<file path="config.mk">
export PLATFORM = sky130hd
export DESIGN_NAME = isp_raw_source_flat
export DESIGN_NICKNAME = d
export VERILOG_FILES = /design/src/rtl/isp_raw_source_if.sv /design/src/rtl/isp_raw_source.sv /design/src/flat_wrapper.sv
export SDC_FILE = /design/constraint.sdc
export NUM_CORES = 1
export LEC_CHECK = 0
export CAP_MARGIN = 10
export CORE_MARGIN = 10
export CORE_UTILIZATION = 27
export CTS_BUF_LIST = sky130_fd_sc_hd__clkbuf_4 sky130_fd_sc_hd__clkbuf_8 sky130_fd_sc_hd__clkbuf_16
export CTS_CLUSTER_DIAMETER = 150
export DETAILED_ROUTE_END_ITERATION = 8
export PLACE_DENSITY = 0.5
export SETUP_SLACK_MARGIN = 0.2
export SKIP_CTS_REPAIR_TIMING = 1
export SYNTH_ARGS = -nofsm -noshare
export SYNTH_HDL_FRONTEND = slang
export SYNTH_SLANG_ARGS = --single-unit
</file>
<file path="constraint.sdc">
create_clock -name isp_clk -period 18.9 [get_ports isp_clk]
set_input_delay 5.67 -clock isp_clk [delete_from_list [all_inputs] [get_ports isp_clk]]
set_output_delay 5.67 -clock isp_clk [all_outputs]
set_load 0.1 [all_outputs]
</file>
<file path="src/rtl/isp_raw_source_if.sv">
// Pixel stream bundle between the raw source and the ISP pipeline input.
//   data_out    : pixel word {sample, 4'h0}, zero when data_en is low
//   data_en     : pixel valid
//   frame_start : high with the first pixel of a frame
//   frame_done  : high with the last pixel of a frame
interface isp_raw_source_if;
  logic [15:0] data_out;
  logic        data_en;
  logic        frame_start;
  logic        frame_done;

  modport master (output data_out, output data_en, output frame_start, output frame_done);
  modport slave  (input  data_out, input  data_en, input  frame_start, input  frame_done);
endinterface

</file>
<file path="src/rtl/isp_raw_source.sv">
// Raw Bayer test-pattern transmitter: frame/line timing generator with
// horizontal and vertical blanking, Bayer-ordered 12-bit patterns and frame
// progress reporting. Used as an on-chip sensor substitute.
//
// Ports:
//   isp_clk, rst_n        : clock, async active-low reset
//   start_i / stop_i      : start pulse (IDLE only) / sticky stop request
//   continuous_i          : keep sending frames until stop
//   h_active_i, v_active_i: pixels per line, lines per frame (>= 1)
//   h_blank_i, v_blank_i  : blank cycles per line, blank lines per frame
//   pattern_sel_i         : 0 flat, 1 ramp, 2 colour bars, 3 moving diagonal
//   bayer_pattern_i       : 0 RGGB, 1 GRBG, 2 GBRG, 3 BGGR
//   r/g/b_lvl_i           : flat-pattern levels
//   pix_o                 : pixel stream (data_out, data_en, frame_start/done)
//   busy_o                : not IDLE
//   frames_sent_o         : completed-frame count, wraps
//
// state   | meaning
// --------+-------------------------------------------------------------
// IDLE    | waiting for start
// ACTIVE  | emitting pixel (x_q, y_q) of the current line
// HBLANK  | horizontal blanking, cnt_q counts down to 0
// VBLANK  | vertical blanking, cnt_q counts down to 0
module isp_raw_source #(
  parameter int CW = 12
) (
  input  logic             isp_clk,
  input  logic             rst_n,
  input  logic             start_i,
  input  logic             stop_i,
  input  logic             continuous_i,
  input  logic [11:0]      h_active_i,
  input  logic [11:0]      v_active_i,
  input  logic [11:0]      h_blank_i,
  input  logic [11:0]      v_blank_i,
  input  logic [1:0]       pattern_sel_i,
  input  logic [1:0]       bayer_pattern_i,
  input  logic [11:0]      r_lvl_i,
  input  logic [11:0]      g_lvl_i,
  input  logic [11:0]      b_lvl_i,
  isp_raw_source_if.master pix_o,
  output logic             busy_o,
  output logic [15:0]      frames_sent_o
);

  localparam int PAD = 16 - CW;

  typedef enum logic [1:0] {S_IDLE, S_ACTIVE, S_HBLANK, S_VBLANK} state_t;

  state_t      state_q, state_d;
  logic [11:0] x_q, x_d, y_q, y_d;
  logic [24:0] cnt_q, cnt_d;
  logic [2:0]  bar_q, bar_d;
  logic [11:0] bar_cnt_q, bar_cnt_d;
  logic        stop_pend_q, stop_pend_d;
  logic [15:0] frames_q, frames_d;

  // Frame configuration, latched at the start of every frame
  logic [11:0] h_q, h_d, v_q, v_d, hb_q, hb_d, vb_q, vb_d;
  logic [11:0] r_q, r_d, g_q, g_d, b_q, b_d;
  logic [1:0]  pat_q, pat_d, bay_q, bay_d;

  logic [15:0] data_q, data_d;
  logic        en_q, fs_q, fd_q, fd_d, busy_q;

  logic        new_frame, next_line, end_frame, frame_over, adv;
  logic        cfg_ok_in;
  logic [12:0] line_len;
  logic [24:0] vb_total;
  logic [11:0] bar_w;
  logic [1:0]  colour;
  logic [2:0]  bar_rgb;
  logic [11:0] sample;

  assign cfg_ok_in = (h_active_i != 12'd0) && (v_active_i != 12'd0);
  assign line_len  = {1'b0, h_q} + {1'b0, hb_q};
  assign vb_total  = {13'd0, vb_q} * {12'd0, line_len};
  assign bar_w     = (h_d[11:3] == 9'd0) ? 12'd1 : {3'd0, h_d[11:3]};
  assign frames_d  = frames_q + {15'd0, fd_q};

  always_comb begin
    state_d    = state_q;
    x_d        = x_q;
    y_d        = y_q;
    cnt_d      = cnt_q;
    h_d        = h_q;
    v_d        = v_q;
    hb_d       = hb_q;
    vb_d       = vb_q;
    r_d        = r_q;
    g_d        = g_q;
    b_d        = b_q;
    pat_d      = pat_q;
    bay_d      = bay_q;
    new_frame  = 1'b0;
    next_line  = 1'b0;
    end_frame  = 1'b0;
    frame_over = 1'b0;
    adv        = 1'b0;

    case (state_q)
      S_IDLE: begin
        if (start_i && cfg_ok_in) new_frame = 1'b1;
      end
      S_ACTIVE: begin
        if (x_q == h_q - 12'd1) begin
          if (hb_q != 12'd0) begin
            state_d = S_HBLANK;
            cnt_d   = {13'd0, hb_q - 12'd1};
          end else if (y_q == v_q - 12'd1) begin
            end_frame = 1'b1;
          end else begin
            next_line = 1'b1;
          end
        end else begin
          x_d = x_q + 12'd1;
          adv = 1'b1;
        end
      end
      S_HBLANK: begin
        if (cnt_q == 25'd0) begin
          if (y_q == v_q - 12'd1) end_frame = 1'b1;
          else                    next_line = 1'b1;
        end else begin
          cnt_d = cnt_q - 25'd1;
        end
      end
      default: begin
        if (cnt_q == 25'd0) frame_over = 1'b1;
        else                cnt_d = cnt_q - 25'd1;
      end
    endcase

    if (end_frame) begin
      if (vb_q != 12'd0) begin
        state_d = S_VBLANK;
        cnt_d   = vb_total - 25'd1;
      end else begin
        frame_over = 1'b1;
      end
    end

    // A stop arriving in the very cycle the frame ends still counts
    if (frame_over) begin
      if (continuous_i && !stop_pend_q && !stop_i && cfg_ok_in) new_frame = 1'b1;
      else                                                     state_d   = S_IDLE;
    end

    if (next_line) begin
      state_d = S_ACTIVE;
      x_d     = 12'd0;
      y_d     = y_q + 12'd1;
    end

    if (new_frame) begin
      state_d = S_ACTIVE;
      x_d     = 12'd0;
      y_d     = 12'd0;
      h_d     = h_active_i;
      v_d     = v_active_i;
      hb_d    = h_blank_i;
      vb_d    = v_blank_i;
      r_d     = r_lvl_i;
      g_d     = g_lvl_i;
      b_d     = b_lvl_i;
      pat_d   = pattern_sel_i;
      bay_d   = bayer_pattern_i;
    end
  end

  // Colour-bar index: advances every bar_w pixels, saturates at 7
  always_comb begin
    bar_d     = bar_q;
    bar_cnt_d = bar_cnt_q;
    if (new_frame || next_line) begin
      bar_d     = 3'd0;
      bar_cnt_d = bar_w - 12'd1;
    end else if (adv) begin
      if (bar_cnt_q == 12'd0) begin
        bar_d     = (bar_q == 3'd7) ? 3'd7 : bar_q + 3'd1;
        bar_cnt_d = bar_w - 12'd1;
      end else begin
        bar_cnt_d = bar_cnt_q - 12'd1;
      end
    end
  end

  // Stop is remembered while a frame is in flight; a stop together with an
  // accepted start is kept too, so exactly one frame goes out.
  always_comb begin
    stop_pend_d = (state_d == S_IDLE) ? 1'b0 : (stop_pend_q | stop_i);
  end

  // Pixel for the cycle being entered, so every output is a flop
  always_comb begin
    colour  = {y_d[0], x_d[0]} ^ bay_d;
    // bar order white..black gives R = ~idx[1], G = ~idx[2], B = ~idx[0]
    bar_rgb = {~bar_d[1], ~bar_d[2], ~bar_d[0]};
    case (pat_d)
      2'd0: begin
        case (colour)
          2'd0:    sample = r_d;
          2'd3:    sample = b_d;
          default: sample = g_d;
        endcase
      end
      2'd1: sample = x_d;
      2'd2: begin
        case (colour)
          2'd0:    sample = {12{bar_rgb[2]}};
          2'd3:    sample = {12{bar_rgb[0]}};
          default: sample = {12{bar_rgb[1]}};
        endcase
      end
      default: sample = x_d + y_d + frames_d[11:0];
    endcase
    data_d = (state_d == S_ACTIVE) ? {sample[11 -: CW], {PAD{1'b0}}} : 16'd0;
    fd_d   = (state_d == S_ACTIVE) && (x_d == h_d - 12'd1) && (y_d == v_d - 12'd1);
  end

  always_ff @(posedge isp_clk or negedge rst_n) begin
    if (!rst_n) begin
      state_q     <= S_IDLE;
      x_q         <= 12'd0;
      y_q         <= 12'd0;
      cnt_q       <= 25'd0;
      bar_q       <= 3'd0;
      bar_cnt_q   <= 12'd0;
      stop_pend_q <= 1'b0;
      frames_q    <= 16'd0;
      h_q         <= 12'd0;
      v_q         <= 12'd0;
      hb_q        <= 12'd0;
      vb_q        <= 12'd0;
      r_q         <= 12'd0;
      g_q         <= 12'd0;
      b_q         <= 12'd0;
      pat_q       <= 2'd0;
      bay_q       <= 2'd0;
      data_q      <= 16'd0;
      en_q        <= 1'b0;
      fs_q        <= 1'b0;
      fd_q        <= 1'b0;
      busy_q      <= 1'b0;
    end else begin
      state_q     <= state_d;
      x_q         <= x_d;
      y_q         <= y_d;
      cnt_q       <= cnt_d;
      bar_q       <= bar_d;
      bar_cnt_q   <= bar_cnt_d;
      stop_pend_q <= stop_pend_d;
      frames_q    <= frames_d;
      h_q         <= h_d;
      v_q         <= v_d;
      hb_q        <= hb_d;
      vb_q        <= vb_d;
      r_q         <= r_d;
      g_q         <= g_d;
      b_q         <= b_d;
      pat_q       <= pat_d;
      bay_q       <= bay_d;
      data_q      <= data_d;
      en_q        <= (state_d == S_ACTIVE);
      fs_q        <= new_frame;
      fd_q        <= fd_d;
      busy_q      <= (state_d != S_IDLE);
    end
  end

  assign pix_o.data_out    = data_q;
  assign pix_o.data_en     = en_q;
  assign pix_o.frame_start = fs_q;
  assign pix_o.frame_done  = fd_q;
  assign busy_o            = busy_q;
  assign frames_sent_o     = frames_q;

endmodule

</file>
<file path="src/flat_wrapper.sv">
// flat-port wrapper written by rule: the top's interface ports become plain ports
module isp_raw_source_flat 
#(
  parameter int CW = 12
)
  (isp_clk, rst_n, start_i, stop_i, continuous_i, h_active_i, v_active_i, h_blank_i, v_blank_i, pattern_sel_i, bayer_pattern_i, r_lvl_i, g_lvl_i, b_lvl_i, busy_o, frames_sent_o, pix_o_data_out, pix_o_data_en, pix_o_frame_start, pix_o_frame_done);
  isp_raw_source_if pix_o_i ();
  input  logic isp_clk;
  input  logic rst_n;
  input  logic start_i;
  input  logic stop_i;
  input  logic continuous_i;
  input  logic [11:0] h_active_i;
  input  logic [11:0] v_active_i;
  input  logic [11:0] h_blank_i;
  input  logic [11:0] v_blank_i;
  input  logic [1:0] pattern_sel_i;
  input  logic [1:0] bayer_pattern_i;
  input  logic [11:0] r_lvl_i;
  input  logic [11:0] g_lvl_i;
  input  logic [11:0] b_lvl_i;
  output logic busy_o;
  output logic [15:0] frames_sent_o;
  output wire logic [$bits(pix_o_i.data_out)-1:0] pix_o_data_out;
  output wire logic [$bits(pix_o_i.data_en)-1:0] pix_o_data_en;
  output wire logic [$bits(pix_o_i.frame_start)-1:0] pix_o_frame_start;
  output wire logic [$bits(pix_o_i.frame_done)-1:0] pix_o_frame_done;
  assign pix_o_data_out = pix_o_i.data_out;
  assign pix_o_data_en = pix_o_i.data_en;
  assign pix_o_frame_start = pix_o_i.frame_start;
  assign pix_o_frame_done = pix_o_i.frame_done;
  isp_raw_source #(.CW(CW)) u_core (.isp_clk(isp_clk), .rst_n(rst_n), .start_i(start_i), .stop_i(stop_i), .continuous_i(continuous_i), .h_active_i(h_active_i), .v_active_i(v_active_i), .h_blank_i(h_blank_i), .v_blank_i(v_blank_i), .pattern_sel_i(pattern_sel_i), .bayer_pattern_i(bayer_pattern_i), .r_lvl_i(r_lvl_i), .g_lvl_i(g_lvl_i), .b_lvl_i(b_lvl_i), .pix_o(pix_o_i), .busy_o(busy_o), .frames_sent_o(frames_sent_o));
endmodule
</file>
# After elaboration in Yosys (flattened, before gate mapping)
# Cells that the tools add are included.
word_totals:
  regBits: 191
  input_bits: 93
  output_inout_bits: 36
  elab_cells: 140
classes:
  n_addsub: 16
  mul: 1
  eq_ne: 11
  n_mux: 61
  n_bitwise: 5
  n_reduce_logical: 24
ops:
  columns: ["op", "n"]
  rows:
  - ["12-bit two-way mux", 14]
  - ["25-bit two-way mux", 5]
  - ["12-bit by 1-bit subtractor with 12-bit output (second input constant)", 7]
  - ["25-bit case mux with 2 select lines", 1]
  - ["25-bit by 1-bit subtractor with 25-bit output (second input constant)", 2]
  - ["12-bit equality test", 4]
  - ["12-bit case mux with 2 select lines", 2]
  - ["12-bit nonzero test", 4]
  - ["12-bit case mux with 3 select lines", 1]
  - ["25-bit zero test", 1]
  - ["12-bit by 13-bit multiplier with 25-bit output", 1]
  - ["12-bit by 1-bit adder with 12-bit output (second input constant)", 2]
  - ["12-bit adder", 2]
  - ["2-bit two-way mux", 11]
  - ["1-bit two-way mux", 19]
  - ["16-bit by 1-bit adder with 16-bit output", 1]
  - ["16-bit two-way mux", 1]
  - ["12-bit by 12-bit adder with 13-bit output", 1]
  - ["12-bit zero test", 1]
  - ["3-bit two-way mux", 4]
  - ["9-bit zero test", 1]
  - ["9-bit two-way mux", 1]
  - ["2-bit zero test", 4]
  - ["1-bit logical AND", 7]
  - ["other kinds (12)", 21]

# Depth between registers and ports, before layout
depth:
  word_depth: 15
  ltp_mapped: 35
  depth_no_buf: 35

# Worst setup path after synthesis
# Ideal clock, no wire load.
synth_timing:
  path_type: "input port to flip-flop"
  startpoint: "input v_active_i[4]"
  endpoint: "register u_core.data_q[15] (netlist: u_core.pix_o.data_out[15])"
  setup_ns: 0.082
  arrival_time_ns: 10.979
  required_ns: 18.818
  slack_ns: 7.839
  cell_stages: 26
  path_buffers: 5
  path_cell_list: "or4_1 -> nor4_2 -> nand2_1 -> o221ai_1 -> or2_2 -> o31a_1 -> buf_6 -> buf_6 -> buf_2 -> buf_2 -> clkbuf_1 -> nand2b_1 -> fa_1 -> fa_1 -> nor2b_1 -> o21ai_0 -> a21boi_0 -> o21ai_0 -> a21boi_0 -> o21ai_0 -> nand2b_1 -> a31oi_1 -> xnor2_1 -> xnor2_1 -> or3_1 -> a31oi_1"
synth_between:
  elab_chain_cells: 13
  elab_cells_between_ends: 37
  cone_classes: "add/sub (2); eq/ne (4); mux (20); bitwise (4); reduce/logical (7)"
synth_lines:
  columns: ["element", "line", "rtl"]
  rows:
  - ["start, declared", "flat_wrapper.sv:14", "input logic [11:0] v_active_i;"]
  - ["12-bit nonzero test (*)", "isp_raw_source.sv:75", "assign cfg_ok_in = (h_active_i != 12'd0) && (v_active_i != 12'd0);"]
  - ["1-bit logical AND (*)", "isp_raw_source.sv:75", null]
  - ["parallel branches: the longest is 10 deep, another holds 12-bit adder", null, null]
  - ["16-bit two-way mux (*)", "isp_raw_source.sv:217", "data_d = (state_d == S_ACTIVE) ? {sample[11 -: CW], {PAD{1'b0}}} : 16'd0;"]
  - ["via u_core.data_d[15]", "isp_raw_source.sv:63", "logic [15:0] data_q, data_d;"]
  - ["end signal, assigned", "isp_raw_source.sv:263", "data_q <= data_d;"]
  - ["end, declared", "isp_raw_source.sv:63", null]
# Mark *: on every way through the listed nets, which the timed path passes.
# A chain may end at the register's enable or synchronous reset.

# Final worst setup path
# Same ends and word-level chain as after synthesis.

==> qor.txt <==
status = complete, no violations
first-pass iteration count of the detailed router = 5
Yosys cell types = 86
slowest CP cell = buf_4
DRC = 0
antenna cells = 0
most common cell after layout, fill and taps aside = nand2_1
Post-Layout Inst Area = 21,100 um^2
fmax = 83.5 MHz
Core Area = 67,300 um^2
clock sinks = 187
initial DRC count = 1,163
grt total ovfl = 0
CTS tree = built
Worst path max stage delay = 650 ps
Post-Syn Area = 18,300 um^2
CP delay by family, top = simple AND/OR/NAND/NOR gates
IO Count = 129
Final nets = 2,627
flops & latches, synth = 187
Top cell by count, worst path = o21ai_0
hpwl dp = 44,300 um
launch point of the worst reg-to-reg path = u_core.h_q[0]
Crit Path Max Fanout = 62
pin count of the biggest net entering global routing = 70
first-pass GRT wire length = 92,100 um
Async S/R FF share, synth = 100%
skew final = 15.9 ps
P&R area growth vs syn = 15.0%
final core occ = 31.3%
top_reg_cell synth = dfrtp_1
GP Congestion = 0.901
row cnt = 95
max-slew violations = 0
register area share after synthesis = 25.5%
Post-DP Area = 20,400 um^2
Min Clock Period, post-route = 11,970 ps
Worst Tran Pin Value = 989 ps
filler cell count = 7,184
CP Capture Type = flop
final setup violation count = 0
area of the multi-input gates = 12,200 um^2
critical path startpoint category = input port
WL/cell = 17.9 um
final WL = 57,000 um
yosys warns = 0
die width = 280 um
register area = 4680 um^2
vias in the first global route = 16,400
path type of the worst min-delay path = reg2reg
layout cells sized above 1 = 3.91%
worst setup path startpoint = v_active_i[4]
final hold violations = 0
Synth Area per Inst = 8.24 um^2
cell chosen for the clock root = clkbuf_16
Relative slew margins = 33.2%
Via density = 4.88
setup_tns = 0 ps
worst-skew pair later-pin latency = 500 ps
clk buf depth = 2
clock transition at the registers of the reported paths = 90 ps
number of CTS-inserted buffers = 17
Max Cap Viol = 0
crit path buf inv count = 4
Critical Path AT = 12,390 ps
Synth Instances = 2,224
Period Utilization, post-route = 63.4%
starting density of the core = 27.2%
EDFF count, synth = 0
PortBufs = 124
detailed-route via count = 15,500
hold_sp = u_core.b_q[8]
most frequent cells in the layout = nand2_1 (405), inv_1 (280), dfrtp_1 (187)
kind of critical path = in2reg
RSZ-0062 raised after global routing = false
Data required, critical path = 19,320 ps
DIE HEIGHT = 280 um
initial antenna violation count = 5
htree depth = 4
full die area = 78,700 um^2
Final ANT Viol Nets = 0
GRT Resource Usage Total = 14.8%
==> per-stage QoR <==
stage	setup WS (ps)	std cells	hold slack, ps
2_1_floorplan	7840	2227	434
3_3_place_gp	6640	3143	449
3_5_place_dp	6550	3143	457
4_1_cts	7050	3175	475
5_1_grt	6390	3175	493
6_report	6930	3175	472
==> Yosys cell counts (all sizes together), types with 6 or more instances <==
master / n / share of area [%]
inv: 281 / 5.8
ha: 114 / 7.8
a21oi: 79 / 2.2
fa: 131 / 14
buf: 31 / 0.96
clkbuf: 73 / 1.5
o21a: 7 / 0.29
nor2b: 12 / 0.41
dfrtp: 187 / 26
o21ai: 75 / 2.0
nor2: 138 / 2.8
or2: 6 / 0.20
nand3: 48 / 1.3
and2: 71 / 2.4
nand4: 19 / 0.65
or3: 19 / 0.65
a221oi: 16 / 0.76
o31ai: 9 / 0.37
xnor2: 106 / 5.1
a21boi: 12 / 0.49
mux2i: 19 / 1.1
a211oi: 18 / 0.76
nor3: 65 / 1.8
nand3b: 6 / 0.25
a31oi: 19 / 0.68
nand2: 405 / 8.3
o21bai: 6 / 0.25
a21o: 21 / 0.86
o211ai: 6 / 0.25
and3: 17 / 0.58
nor4: 29 / 1.0
mux2: 6 / 0.37
nand2b: 29 / 0.99
nor3b: 8 / 0.33
nor4b: 6 / 0.32
xor2: 57 / 2.7
==> layout make-up <==
type	count	area share, %
Multi-Input combinational cell	1654	57.7
Clock inverter	15	1.08
Timing Repair Buffer	147	6.73
Tap cell	873	5.18
Sequential cell	187	22.2
Clock buffer	17	2.02
Inverter	282	5.04
==> registers in the layout (all words and copies together) (netlist names), 2 cells and up <==
register               flops
u_core.cnt_q              25
u_core.frames_sent_o      16
u_core.b_q                12
u_core.bar_cnt_q          12
u_core.g_q                12
u_core.h_q                12
u_core.hb_q               12
u_core.pix_o.data_out     12
u_core.r_q                12
u_core.v_q                12
u_core.vb_q               12
u_core.x_q                12
u_core.y_q                12
u_core.bar_q               3
u_core.bay_q               2
u_core.pat_q               2
u_core.state_q             2
==> worst paths after layout <==
| check | endpoint | slack [ps] | cells after the start |
|---|---|---|---|
| max in group asynchronous | u_core.hb_q[3] | 11640 | 3 |
| worst max register to register | u_core.cnt_q[24] | 10200 | 34 |
| worst max-delay path | u_core.pix_o.data_out[15] | 6930 | 26 |
| min in group asynchronous | u_core.r_q[9] | 5160 | 1 |
| worst min register to register | u_core.b_q[8] | 470 | 2 |
| worst min-delay path | u_core.b_q[8] | 470 | 2 |
==> worst reg2reg max path: cells and delay by family, from the launching register on <==
| family | cells | cell delay, ps |
|---|---|---|
| muxes | 1 | 110 |
| buffers and inverters | 6 | 480 |
| DFF | 1 | 540 |
| and+or+nand+nor | 4 | 460 |
| xor gates and xnor gates | 2 | 300 |
| adders and majority gates | 8 | 3520 |
| AOI/OAI and AO/OA | 13 | 3160 |
==> kinds of logic after synthesis <==
family          synth area share [%]
mux                             1.45
other cells                   0.0205
flops                           25.5
xor+xnor                        8.16
compound gates                  11.4
buf+inv                         8.24
fa+ha+maj                       22.1
simple gates                    23.1
==> metal layers <==
| layer | track usage (%) | vias up | wire, um |
|---|---|---|---|
| met4 | 3.67 | 10 | 1130 |
| met1 | 19.3 | 7596 | 25900 |
| met2 | 24.3 | 379 | 26800 |
| li1 | - | 7422 | - |
| met5 | 0 | - | 68 |
| met3 | 3.52 | 79 | 3130 |
Power is left out: the tool's default activity adds up to more than one toggle a clock period on the data nets, which glitch-free logic cannot reach.
